===== config.mk =====
export PLATFORM = sky130hd
export DESIGN_NAME = eb_unpack
export DESIGN_NICKNAME = d
export VERILOG_FILES = /design/src/rtl/eb_pkg.sv /design/src/rtl/eb_unpack_ctrl.sv /design/src/rtl/eb_unpack.sv
export SDC_FILE = /design/constraint.sdc
export NUM_CORES = 1
export LEC_CHECK = 0
export BUFFER_PORTS_ARGS = -buffer_cell sky130_fd_sc_hd__buf_4
export CELL_PAD_IN_SITES_DETAIL_PLACEMENT = 1
export CELL_PAD_IN_SITES_GLOBAL_PLACEMENT = 2
export CORE_MARGIN = 8
export CORE_UTILIZATION = 25
export CTS_BUF_LIST = sky130_fd_sc_hd__clkbuf_4 sky130_fd_sc_hd__clkbuf_8 sky130_fd_sc_hd__clkbuf_16
export CTS_CLUSTER_DIAMETER = 100
export DETAILED_ROUTE_END_ITERATION = 16
export HOLD_SLACK_MARGIN = 0.06
export PLACE_DENSITY_LB_ADDON = 0.1
export SYNTH_ARGS = -nofsm -noshare
export SYNTH_HDL_FRONTEND = slang
export SYNTH_SLANG_ARGS = --single-unit
export TNS_END_PERCENT = 100

===== constraint.sdc =====
create_clock -name clk -period 3.75 [get_ports clk]
set_input_delay 0 -clock clk [delete_from_list [all_inputs] [get_ports clk]]
set_output_delay 0 -clock clk [all_outputs]
set_load 0.05 [all_outputs]

===== src/rtl/eb_pkg.sv =====
// Shared definitions for the elastic-buffer family: one-hot occupancy
// encodings and the counter-width helper.
package eb_pkg;

    localparam int ST_W = 3;
    typedef logic [ST_W-1:0] eb_state_t;

    localparam eb_state_t S_EMPTY = 3'b001;
    localparam eb_state_t S_ONE   = 3'b010;
    localparam eb_state_t S_TWO   = 3'b100;

    // Width of a counter that walks 0..n-1; never narrower than one bit.
    function automatic int cnt_width(input int n);
        return (n > 1) ? $clog2(n) : 1;
    endfunction

endpackage


===== src/rtl/eb_unpack_ctrl.sv =====
// Occupancy FSM and beat counter for eb_unpack; produces the handshake
// outputs and the load enables for the active (A) and pending (P) words.
module eb_unpack_ctrl
    import eb_pkg::*;
#(
    parameter  int RATIO = 4,
    localparam int CW    = cnt_width(RATIO)
) (
    input  logic          clk,
    input  logic          reset,
    input  logic          t_0_valid,
    input  logic          i_0_ready,
    output logic          t_0_ready,
    output logic          i_0_valid,
    output logic          i_0_eow,
    output logic [CW-1:0] cnt,
    output logic          a_load,
    output logic          a_from_p,
    output logic          p_load
);

    localparam logic [CW-1:0] CNT_MAX = CW'(RATIO - 1);

    eb_state_t     state_reg, state_next;
    logic [CW-1:0] cnt_reg, cnt_next;
    logic          acc, beat, done;

    // Ready is a pure decode of state; reset forces it low immediately.
    assign t_0_ready = (state_reg != S_TWO) && !reset;
    assign i_0_valid = (state_reg == S_ONE) || (state_reg == S_TWO);
    assign i_0_eow   = i_0_valid && (cnt_reg == CNT_MAX);
    assign cnt       = cnt_reg;

    assign acc  = t_0_valid && t_0_ready;
    assign beat = i_0_valid && i_0_ready;
    assign done = beat && (cnt_reg == CNT_MAX);

    always_comb begin
        state_next = state_reg;
        cnt_next   = cnt_reg;
        a_load     = 1'b0;
        a_from_p   = 1'b0;
        p_load     = 1'b0;
        if (beat) begin
            cnt_next = cnt_reg + CW'(1);
        end
        case (state_reg)
            S_EMPTY: begin
                if (acc) begin
                    a_load     = 1'b1;
                    cnt_next   = '0;
                    state_next = S_ONE;
                end
            end
            S_ONE: begin
                if (acc && !done) begin
                    p_load     = 1'b1;
                    state_next = S_TWO;
                end else if (acc && done) begin
                    // Refill A directly so the next word follows with no bubble.
                    a_load   = 1'b1;
                    cnt_next = '0;
                end else if (done) begin
                    state_next = S_EMPTY;
                end
            end
            S_TWO: begin
                if (done) begin
                    a_load     = 1'b1;
                    a_from_p   = 1'b1;
                    cnt_next   = '0;
                    state_next = S_ONE;
                end
            end
            default: begin
                state_next = S_EMPTY;
                cnt_next   = '0;
            end
        endcase
    end

    always_ff @(posedge clk) begin
        if (reset) begin
            state_reg <= S_EMPTY;
            cnt_reg   <= '0;
        end else begin
            state_reg <= state_next;
            cnt_reg   <= cnt_next;
        end
    end

endmodule


===== src/rtl/eb_unpack.sv =====
// Wide-to-narrow stream downsizer: each accepted word leaves as RATIO beats,
// LSB slice first, with a pending slot so input ready never depends on i_0_ready.
module eb_unpack
    import eb_pkg::*;
#(
    parameter  int W_OUT = 8,
    parameter  int RATIO = 4,
    localparam int W_IN  = W_OUT * RATIO,
    localparam int CW    = cnt_width(RATIO)
) (
    input  logic             clk,
    input  logic             reset,
    input  logic             t_0_valid,
    output logic             t_0_ready,
    input  logic [W_IN-1:0]  t_0_data,
    input  logic             t_0_last,
    output logic             i_0_valid,
    input  logic             i_0_ready,
    output logic [W_OUT-1:0] i_0_data,
    output logic             i_0_eow,
    output logic             i_0_last
);

    logic [W_IN-1:0]  a_reg, p_reg;
    logic             a_last_reg, p_last_reg;
    logic [CW-1:0]    cnt;
    logic             a_load, a_from_p, p_load;
    logic [W_OUT-1:0] slice [RATIO];

    eb_unpack_ctrl #(
        .RATIO (RATIO)
    ) u_ctrl (
        .clk       (clk),
        .reset     (reset),
        .t_0_valid (t_0_valid),
        .i_0_ready (i_0_ready),
        .t_0_ready (t_0_ready),
        .i_0_valid (i_0_valid),
        .i_0_eow   (i_0_eow),
        .cnt       (cnt),
        .a_load    (a_load),
        .a_from_p  (a_from_p),
        .p_load    (p_load)
    );

    // Word storage is datapath only; occupancy lives in the controller.
    always_ff @(posedge clk) begin
        if (a_load) begin
            a_reg      <= a_from_p ? p_reg      : t_0_data;
            a_last_reg <= a_from_p ? p_last_reg : t_0_last;
        end
        if (p_load) begin
            p_reg      <= t_0_data;
            p_last_reg <= t_0_last;
        end
    end

    for (genvar gi = 0; gi < RATIO; gi++) begin : g_slice
        assign slice[gi] = a_reg[gi*W_OUT +: W_OUT];
    end

    assign i_0_data = slice[cnt];
    assign i_0_last = i_0_eow && a_last_reg;

endmodule


## After elaboration in Yosys (flattened, before gate mapping)

Cells that the tools add are included.

| cells by class | value |
|---|---|
| bitwise operators | 1 |
| mux-type cells | 25 |
| $mul | 0 |
| divide/modulo/power cells | 0 |
| order comparisons | 1 |
| equality and inequality tests | 9 |
| reduce and logical (&&, ||, !) cells | 12 |
| shifts and indexed selects | 0 |
| add/sub/neg operators | 1 |

Operators with widths:

| kind | count |
|---|---|
| $mux 32 | 1 |
| $bmux 8 s2 | 1 |
| $mux 8 | 2 |
| $mux 3 | 5 |
| $mux 2 | 5 |
| $pmux 3 s3 | 1 |
| $logic_and 1x1->1 | 8 |
| $mux 1 | 8 |
| $ne 3x3->1 const B | 2 |
| $pmux 2 s3 | 1 |
| $ne 2x1->1 const B | 2 |
| $reduce_and 4->1 | 1 |
| $eq 3x1->1 const B | 1 |
| $eq 3x2->1 const B | 1 |
| $eq 3x3->1 const B | 1 |
| $ge 3x3->1 const B | 1 |
| $ne 3x2->1 const B | 1 |
| $not 2->3 | 1 |
| $pmux 1 s3 | 1 |
| $add 2x1->2 const B | 1 |
| $eq 2x2->1 const B | 1 |
| $logic_not 1->1 | 2 |
| $logic_or 1x1->1 | 1 |

| storage, ports and cells | value |
|---|---|
| memories kept | 0 |
| latch bits | 0 |
| memory bits (writable) | 0 |
| input bits | 37 |
| memory bits (read-only) | 0 |
| output and inout bits | 12 |
| logic and storage cells | 55 |
| bits in registers | 71 |

## Longest topological paths before layout

Gate-level depths: netlist (run 1).

| logic depth | value |
|---|---|
| word-level depth | 8 |
| gate-level depth with buffers | 5 |
| mapped depth without buffers | 4 |

## Hierarchy

Synthesis (run 1) repeated with hierarchy kept, for this count alone.

| unflattened totals | value |
|---|---|
| cells, all modules | 165 |
| area total of the unflattened synthesis | 2995.4 µm² |

By module, submodules not included:

| module | cells each | instances | area an instance (µm²) | seq. area each (µm²) |
|---|---|---|---|---|
| eb_unpack | 114 | 1 | 2595.0 | 1981.9 |
| eb_unpack_ctrl | 51 | 1 | 400.4 | 100.1 |

## Worst setup path after synthesis (run 1)

Ideal clock, no wire load.

| timing path | value |
|---|---|
| path kind | flip-flop to flip-flop |
| from | register u_ctrl.cnt_reg[0] (netlist: u_ctrl.cnt[0]) |
| to | register p_last_reg, enable pin |
| data arrival time | 3237 ps |
| path slack | 41 ps |
| cell stages (with the launch flop) | 4 |
| path buffers | 0 |
| data required time | 3279 ps |
| clock period less this slack | 3709 ps |
| setup time | 471 ps |
| cells stage by stage | dfxtp_1 ha_1 and2_1 nor3b_1 |

| between the ends | value |
|---|---|
| word-level cells in the longest chain between the ends | 6 |

Ends and longest elaborated chain:

| item | RTL line | source |
|---|---|---|
| start: declaration | eb_unpack_ctrl.sv:25 | `logic [CW-1:0] cnt_reg, cnt_next;` |
| start signal: assignment | eb_unpack_ctrl.sv:88 | `cnt_reg <= cnt_next;` |
| $eq 2x2->1 | eb_unpack_ctrl.sv:36 | `assign done = beat && (cnt_reg == CNT_MAX);` |
| $logic_and 1x1->1 | eb_unpack_ctrl.sv:36 |  |
| $logic_not 1->1 | eb_unpack_ctrl.sv:56 | `if (acc && !done) begin` |
| $logic_and 1x1->1 | eb_unpack_ctrl.sv:56 |  |
| $mux 1 | eb_unpack_ctrl.sv:56 |  |
| $mux 1 | eb_unpack_ctrl.sv:47 | `case (state_reg)` |
| via p_load | eb_unpack.sv:27 | `logic a_load, a_from_p, p_load;` |
| end signal: assignment | eb_unpack.sv:54 | `p_last_reg <= t_0_last;` |
| end: declaration | eb_unpack.sv:25 | `logic a_last_reg, p_last_reg;` |

The timed path passes the listed nets, and every way through them passes these cells.
A chain may end at the register's enable or synchronous reset.

## Worst setup path in the final report (run 1)

| timing path | value |
|---|---|
| from | register u_ctrl.cnt_reg[0] (netlist: u_ctrl.cnt[0]) |
| to | register a_reg[12], enable pin |

| between the ends | value |
|---|---|
| word-level cells in the longest chain between the ends | 6 |
| elaborated cells on any way between the ends | 9 |
| classes of those cells | eq/ne: 1; mux: 4; reduce/logical: 4 |

Ends and longest elaborated chain:

| item | RTL line | source |
|---|---|---|
| $eq 2x2->1 (*) | eb_unpack_ctrl.sv:36 |  |
| $logic_and 1x1->1 (*) | eb_unpack_ctrl.sv:36 |  |
| $logic_and 1x1->1 or $logic_not 1->1 (tied branches) | eb_unpack_ctrl.sv:59, eb_unpack_ctrl.sv:56 |  |
| $mux 1 or $logic_and 1x1->1 (tied branches) | eb_unpack_ctrl.sv:59, eb_unpack_ctrl.sv:56 |  |
| $mux 1 | eb_unpack_ctrl.sv:56 |  |
| $pmux 1 s3 (*) | eb_unpack_ctrl.sv:47 |  |
| via a_load | eb_unpack.sv:27 |  |
| end signal: assignment | eb_unpack.sv:49 | `a_reg <= a_from_p ? p_reg : t_0_data;` |
| end: declaration | eb_unpack.sv:24 | `logic [W_IN-1:0] a_reg, p_reg;` |

The timed path passes the listed nets; every way through them passes the cells marked *.

==> impl_metrics.json, run 1 <==
{
  "grt_pass1_wl_um": 10500,
  "synthArstFlopShare_pct": 0,
  "final_cell_mix": "66 x edfxtp_1, 50 x buf_4, 35 x dlygate4sd3_1, 28 x mux2_4, 9 x clkbuf_16",
  "setup_violations": 0,
  "fin_crit_sh_pct": 72.2,
  "ys_seq_area_share_pct": 67.7,
  "numCtsBuffers": 9,
  "fin_nets": 286,
  "ios": 49,
  "start_util_pct": 25.6,
  "max_stage_delay_ns": 0.77,
  "fin_crit_ns": 2.71,
  "hp-class": "in -> reg",
  "synth-xor-area-share_pct": 0.285,
  "path_class": "reg -> reg",
  "nFillCells": 1216,
  "reg2reg_depth": 4,
  "critPathSlowestCell": "o21ai_4",
  "drc_errors": 0,
  "p_comb_share_pct": 7.8,
  "clockPowerShare_pct": 45.4,
  "synthFlopType": "edfxtp_1",
  "gp_congestion": 0.780,
  "worstSkewPairLatency_ns": 0.33,
  "crit_chain": "ha_1 -> and2_1 -> a21oi_1 -> o21ai_4",
  "cp_top_family": "compound AO/OA/AOI/OAI gates",
  "die_area_sq_mm": 0.0161,
  "drv_cap": 0,
  "rows": 40,
  "drt_iter0_drc": 54,
  "dr.pass1.iters": 4,
  "antenna_found_initial": 0,
  "max_slew_margin_pct": 34.1,
  "crit_path_start_kind": "register",
  "worstMarginPinSlew_ns": 0.985,
  "drt_wl_total_um": 6360,
  "r2r-start": "u_ctrl.cnt[0]$_SDFF_PP0_",
  "via_count": 1680,
  "port-buffer-count": 48,
  "synth_fa_ha_area_share_pct": 0.407,
  "tritoncts": "built",
  "grt_overflow_total": 0,
  "final_common_cell": "edfxtp_1",
  "htree_num_levels": 3,
  "n_antenna_cell": 0,
  "rsz0062_at_grt": "no",
  "yosysWarnings": 0,
  "min-delay-start": "t_0_valid",
  "via_per_inst": 4.20,
  "yosysUniqueCellTypes": 37,
  "cp_num_buf_inv": 0,
  "synth_top_family_by_area": "multiplexers",
  "dp_hpwl_um": 4390,
  "p_sw_w": 0.000393,
  "cts.sinks": 71,
  "p_sw_share_pct": 20.5,
  "synth_edf_count": 66,
  "synth-compound-area-share_pct": 2.65,
  "synthMuxAreaShare_pct": 21.7,
  "min_path_cells": 4,
  "grt_max_degree": 36,
  "power.internal_w": 0.00153,
  "leakagePower_nw": 1.62,
  "worstPathMaxFanout": 33,
  "syn_to_final_growth_pct": 38.4,
  "hold_end": "u_ctrl.cnt[1]$_SDFF_PP0_",
  "synth_area_sq_mm": 0.00307,
  "hold_viol_final": 0,
  "status": "complete, no violations",
  "yosys.area_share.simple_pct": 5.29,
  "drv_slew": 0,
  "synth-seq-cells": 71,
  "syn-num-nets": 197,
  "netlist_instances": 159,
  "critPathCaptureType": "register",
  "drive_gt1_share_pct": 45.1,
  "die_height_um": 127,
  "syn_area_per_cell_sq_um": 19.3,
  "setup_tns_ns": 0,
  "p_seq_share_pct": 46.8,
  "r2r_slack_ns": 1.04,
  "worst_ep_required_time_ns": 3.70,
  "grtUsageTotal_pct": 8.65,
  "clk_pin_slew_ns": 0.06,
  "dieWidth_um": 127,
  "final.setup_skew_ns": 0.00480,
  "grt_pass1_vias": 1998,
  "finalPower_w": 0.00192,
  "clock_path_buffers": 2,
  "cts_root_buf": "clkbuf_16",
  "wire_per_inst_um": 15.9,
  "ir_worst_vdd_uv": 205,
  "holdWs_ns": 0.0907,
  "r2r_end": "a_reg[12]$_DFFE_PP_",
  "arrival_ns": 2.66,
  "ant_nets": 0,
  "powerDensity_mw_per_mm2": 451,
  "fmax_mhz": 369,
  "core_sq_mm": 0.0120,
  "fin_util_pct": 35.4
}
-- cell type report --
cell class / instances / area, sq um / area share, %
sequential: 71 / 2080 / 48.9
tap: 147 / 184 / 4.32
multi-input combinational: 80 / 950 / 22.3
inverter: 1 / 3.75 / 0.0882
timing repair buffer: 85 / 726 / 17.1
clock buffer: 11 / 253 / 5.94
clock inverter: 5 / 56.3 / 1.32
-- how the worst max path moves through the flow --
stage                     depth (start not counted)                startpoint                   end
after CTS                                         4  u_ctrl.cnt[0]$_SDFF_PP0_   a_reg[14]$_DFFE_PP_
after global placement                            4  u_ctrl.cnt[0]$_SDFF_PP0_   a_reg[22]$_DFFE_PP_
final                                             4  u_ctrl.cnt[0]$_SDFF_PP0_   a_reg[12]$_DFFE_PP_
after detailed placement                          4  u_ctrl.cnt[0]$_SDFF_PP0_   a_reg[29]$_DFFE_PP_
after global routing                              4  u_ctrl.cnt[0]$_SDFF_PP0_   a_reg[12]$_DFFE_PP_
after floorplan                                   3  u_ctrl.cnt[0]$_SDFF_PP0_  p_last_reg$_DFFE_PP_
-- metal layers --
layer  global-route usage, %  vias up  share of wire, %
met5                       0        -                 0
met4                    4.48        0               2.5
met3                    3.77       12               4.5
met2                    13.2       42                46
met1                    10.1      813                47
li1                        -      813                 -
-- stage by stage --
step	setup WS [ns]	area (sq um)	std cells
final	1.04	4250	400
after global placement	1.04	3590	349
after floorplan	0.0412	3070	159
after global routing	0.768	4250	400
after detailed placement	0.963	3590	349
after CTS	0.957	4250	400
-- power groups by stage --
stage                      logic, W  clock network [W]  registers [W]
after floorplan           0.0000685                  0       0.000912
after detailed placement   0.000123                  0       0.000916
after global routing       0.000163           0.000942       0.000901
after global placement     0.000121                  0       0.000915
final                      0.000150           0.000872       0.000899
after CTS                  0.000153           0.000906       0.000899
-- repair_timing --
item                                   4_1_cts  5_1_grt
hold buffers                                35        0
endpoints found under the hold margin       71        0
buffers inserted                             0        0
gates resized for setup                      0        0
-- cells in the mapped netlist, types with 2 or more instances --
| master | instances | share of area [%] |
|---|---|---|
| dfxtp_1 | 5 | 3.3 |
| nand2_1 | 3 | 0.37 |
| nor2_1 | 3 | 0.37 |
| buf_6 | 3 | 1.1 |
| nor2b_1 | 2 | 0.41 |
| nor3b_1 | 3 | 0.73 |
| o21ai_0 | 2 | 0.33 |
| mux4_2 | 8 | 5.9 |
| buf_2 | 2 | 0.33 |
| edfxtp_1 | 66 | 64 |
| mux2_4 | 28 | 14 |
| and2_1 | 2 | 0.41 |
| mux2_2 | 6 | 2.2 |
| a21oi_1 | 3 | 0.49 |
-- cells by family (layout without fill, tap and decap cells) --
family,count (synthesis),in the layout
AO/OA/AOI/OAI,12,12
XOR/XNOR,1,1
adder cells (fa/ha/maj),1,1
buffers and inverters,8,102
flip-flops,71,71
multiplexers,42,42
AND/OR/NAND/NOR,24,24
-- worst register-to-register path: stages, from the launching register on --
cell and delay (ns):
dfxtp_1 0.74, ha_1 0.38, and2_1 0.28, a21oi_1 0.14, o21ai_4 0.77
No activity file was read; power rests on OpenSTA's default activity.
==> inputs of run 2 (changes only) <==
ABC_AREA = 1   (was unset)
clock period = 2.3 ns   (was 3.75 ns; I/O delays follow)
==> run 2 against run 1 <==
Synthesized cell count is 73% higher. Die area is 0.14% lower. Sequential power is 64% higher. Clock skew is 0.0034 ns higher. Routed wire length is 27% higher. Cell count is 29% higher. Critical endpoint is now a_reg[6]$_DFFE_PP_. Largest cell class unchanged. Highest routed layer unchanged.
==> impl_metrics.json, run 2 <==
{
  "leakagePower_nw": 1.71,
  "die_area_sq_mm": 0.0161,
  "drc_errors": 0,
  "netlist_instances": 275,
  "cts_root_buf": "clkbuf_16",
  "fin_nets": 402,
  "synthArstFlopShare_pct": 0,
  "holdWs_ns": 0.0844,
  "setup_violations": 0,
  "min_path_cells": 4,
  "fin_crit_sh_pct": 85.0,
  "post_cts_resized": 0,
  "critPathCapture": "a_reg[6]$_DFFE_PP_",
  "yosysUniqueCellTypes": 28,
  "drive_gt1_share_pct": 22.0,
  "drv_cap": 0,
  "antenna_found_initial": 0,
  "drt_wl_total_um": 8090,
  "path_class": "reg -> reg",
  "r2r_end": "a_reg[6]$_DFFE_PP_",
  "n_antenna_cell": 0,
  "synth_edf_count": 66,
  "wire_per_inst_um": 15.7,
  "placedInstanceArea_sq_mm": 0.00359,
  "synth-seq-cells": 71,
  "ir_worst_vdd_uv": 374,
  "grt_pass1_vias": 2556,
  "tritoncts": "built",
  "numCtsBuffers": 9,
  "hp-class": "in -> reg",
  "dp_hpwl_um": 5370,
  "crit_path_start_kind": "register",
  "grt_pass1_wl_um": 13400,
  "htree_num_levels": 3,
  "status": "complete, no violations",
  "final.setup_skew_ns": 0.00817,
  "clock_path_buffers": 2,
  "r2r_slack_ns": 0.35,
  "synth_commonest_cells": "80 x nand2_1, 66 x edfxtp_1, 39 x nand3_1, 19 x nor2_1, 17 x o21ai_0",
  "fin_area_sq_mm": 0.00422,
  "yosysWarnings": 0,
  "holdBufCountCts": 34,
  "fmax_mhz": 512,
  "synth_most_common_cell": "nand2_1",
  "ant_nets": 0,
  "final_cell_mix": "80 x nand2_1, 66 x edfxtp_1, 55 x buf_4, 39 x nand3_1, 34 x dlygate4sd3_1",
  "gp_congestion": 0.725,
  "die_height_um": 127,
  "core_sq_mm": 0.0120,
  "cp-startpoint": "u_ctrl.cnt[1]$_SDFF_PP0_",
  "grt_overflow_total": 0,
  "synth_area_sq_mm": 0.00307,
  "synth_top_area_cell": "edfxtp_1",
  "rsz0062_at_grt": "no",
  "synth_top_area_share_pct": 64.6,
  "grtUsageTotal_pct": 10.9,
  "ys_top_cells_by_area": "edfxtp_1 65%, nand2_1 9.8%, nand3_1 6.4%, dfxtp_1 3.3%, o21ai_0 2.8%",
  "critPathCaptureType": "register",
  "setup_tns_ns": 0,
  "syn_area_per_cell_sq_um": 11.2,
  "worstMarginPinSlew_ns": 0.465,
  "final_common_cell": "nand2_1",
  "cts_setup_buffers": 0,
  "worstPathMaxFanout": 33,
  "ys_seq_area_share_pct": 67.8,
  "reg2reg_depth": 8,
  "fin_crit_ns": 1.95,
  "via_count": 2231,
  "grt_max_degree": 34,
  "synthFlopType": "edfxtp_1",
  "max_slew_margin_pct": 68.9,
  "clk_pin_slew_ns": 0.06,
  "powerDensity_mw_per_mm2": 729,
  "ios": 49,
  "r2r-start": "u_ctrl.cnt[1]$_SDFF_PP0_",
  "dr.pass1.iters": 6,
  "worst_ep_required_time_ns": 2.33,
  "rows": 40,
  "cts.sinks": 71,
  "syn_to_final_growth_pct": 37.6,
  "arrival_ns": 1.98,
  "port-buffer-count": 48,
  "hold_viol_final": 0,
  "drt_iter0_drc": 110,
  "syn-num-nets": 313,
  "drv_slew": 0,
  "dieWidth_um": 127,
  "start_util_pct": 25.6,
  "worstSkewPairLatency_ns": 0.34,
  "via_per_inst": 4.32
}
-- run 2: critical path: stages, from the launching register on --
cell and delay [ns]:
dfxtp_1 0.52, ha_1 0.32, nand3_4 0.13, inv_6 0.17, nand2_8 0.06, o21ai_2 0.06, inv_2 0.05, nand2_1 0.10
buf_12 0.22
-- run 2: report_power, final --
group | total (W) | leakage (nW) | switching [W] | internal [W]
registers | 0.00147 | 0.643 | 0.0000135 | 0.00145
logic | 0.000246 | 0.926 | 0.000125 | 0.000121
clock network | 0.00136 | 0.140 | 0.000536 | 0.000829
-- run 2: area by class of cell --
class                      count  area, sq um
clock inverter                 7         63.8
sequential                    71         2080
multi-input combinational    177          833
inverter                      15         61.3
tap                          147          184
fill                        1326         7790
clock buffer                   9          225
timing repair buffer          90          773
-- run 2: how the worst min path moves through the flow --
stage / start / end
4_1_cts: i_0_ready / u_ctrl.state_reg[2]$_SDFFE_PP0P_
6_report: i_0_ready / u_ctrl.state_reg[1]$_SDFFE_PP0P_
3_3_place_gp: t_0_data[11] / p_reg[11]$_DFFE_PP_
2_1_floorplan: reset / u_ctrl.state_reg[1]$_SDFFE_PP0P_
5_1_grt: i_0_ready / u_ctrl.state_reg[2]$_SDFFE_PP0P_
3_5_place_dp: t_0_data[29] / p_reg[29]$_DFFE_PP_
-- run 2: cells by family after synthesis --
family	after synthesis	synth area share, %
flops	71	67.8
buf+inv	27	5.01
fa+ha+maj	1	0.408
compound gates	28	5.14
xor+xnor	1	0.285
simple gates	147	21.3
-- run 2: routing by layer --
metal / share of wire, % / GRT usage [%] / vias to the layer above
met5: 0 / 0 / -
met2: 45 / 16.2 / 41
met1: 49 / 13.8 / 1047
met3: 4.9 / 3.90 / 9
met4: 1.6 / 5.04 / 0
li1: - / - / 1134
-- run 2: metrics by stage --
| step | power (W) | setup WS (ns) | util (%) | cells |
|---|---|---|---|---|
| 2_1_floorplan | 0.00159 | 0.0794 | - | 275 |
| 4_1_cts | 0.00313 | 0.320 | 35.2 | 516 |
| 3_5_place_dp | 0.00170 | 0.325 | 29.9 | 466 |
| 5_1_grt | 0.00320 | 0.202 | 35.2 | 516 |
| 6_report | 0.00308 | 0.346 | 35.2 | 516 |
| 3_3_place_gp | 0.00170 | 0.390 | 29.9 | 466 |
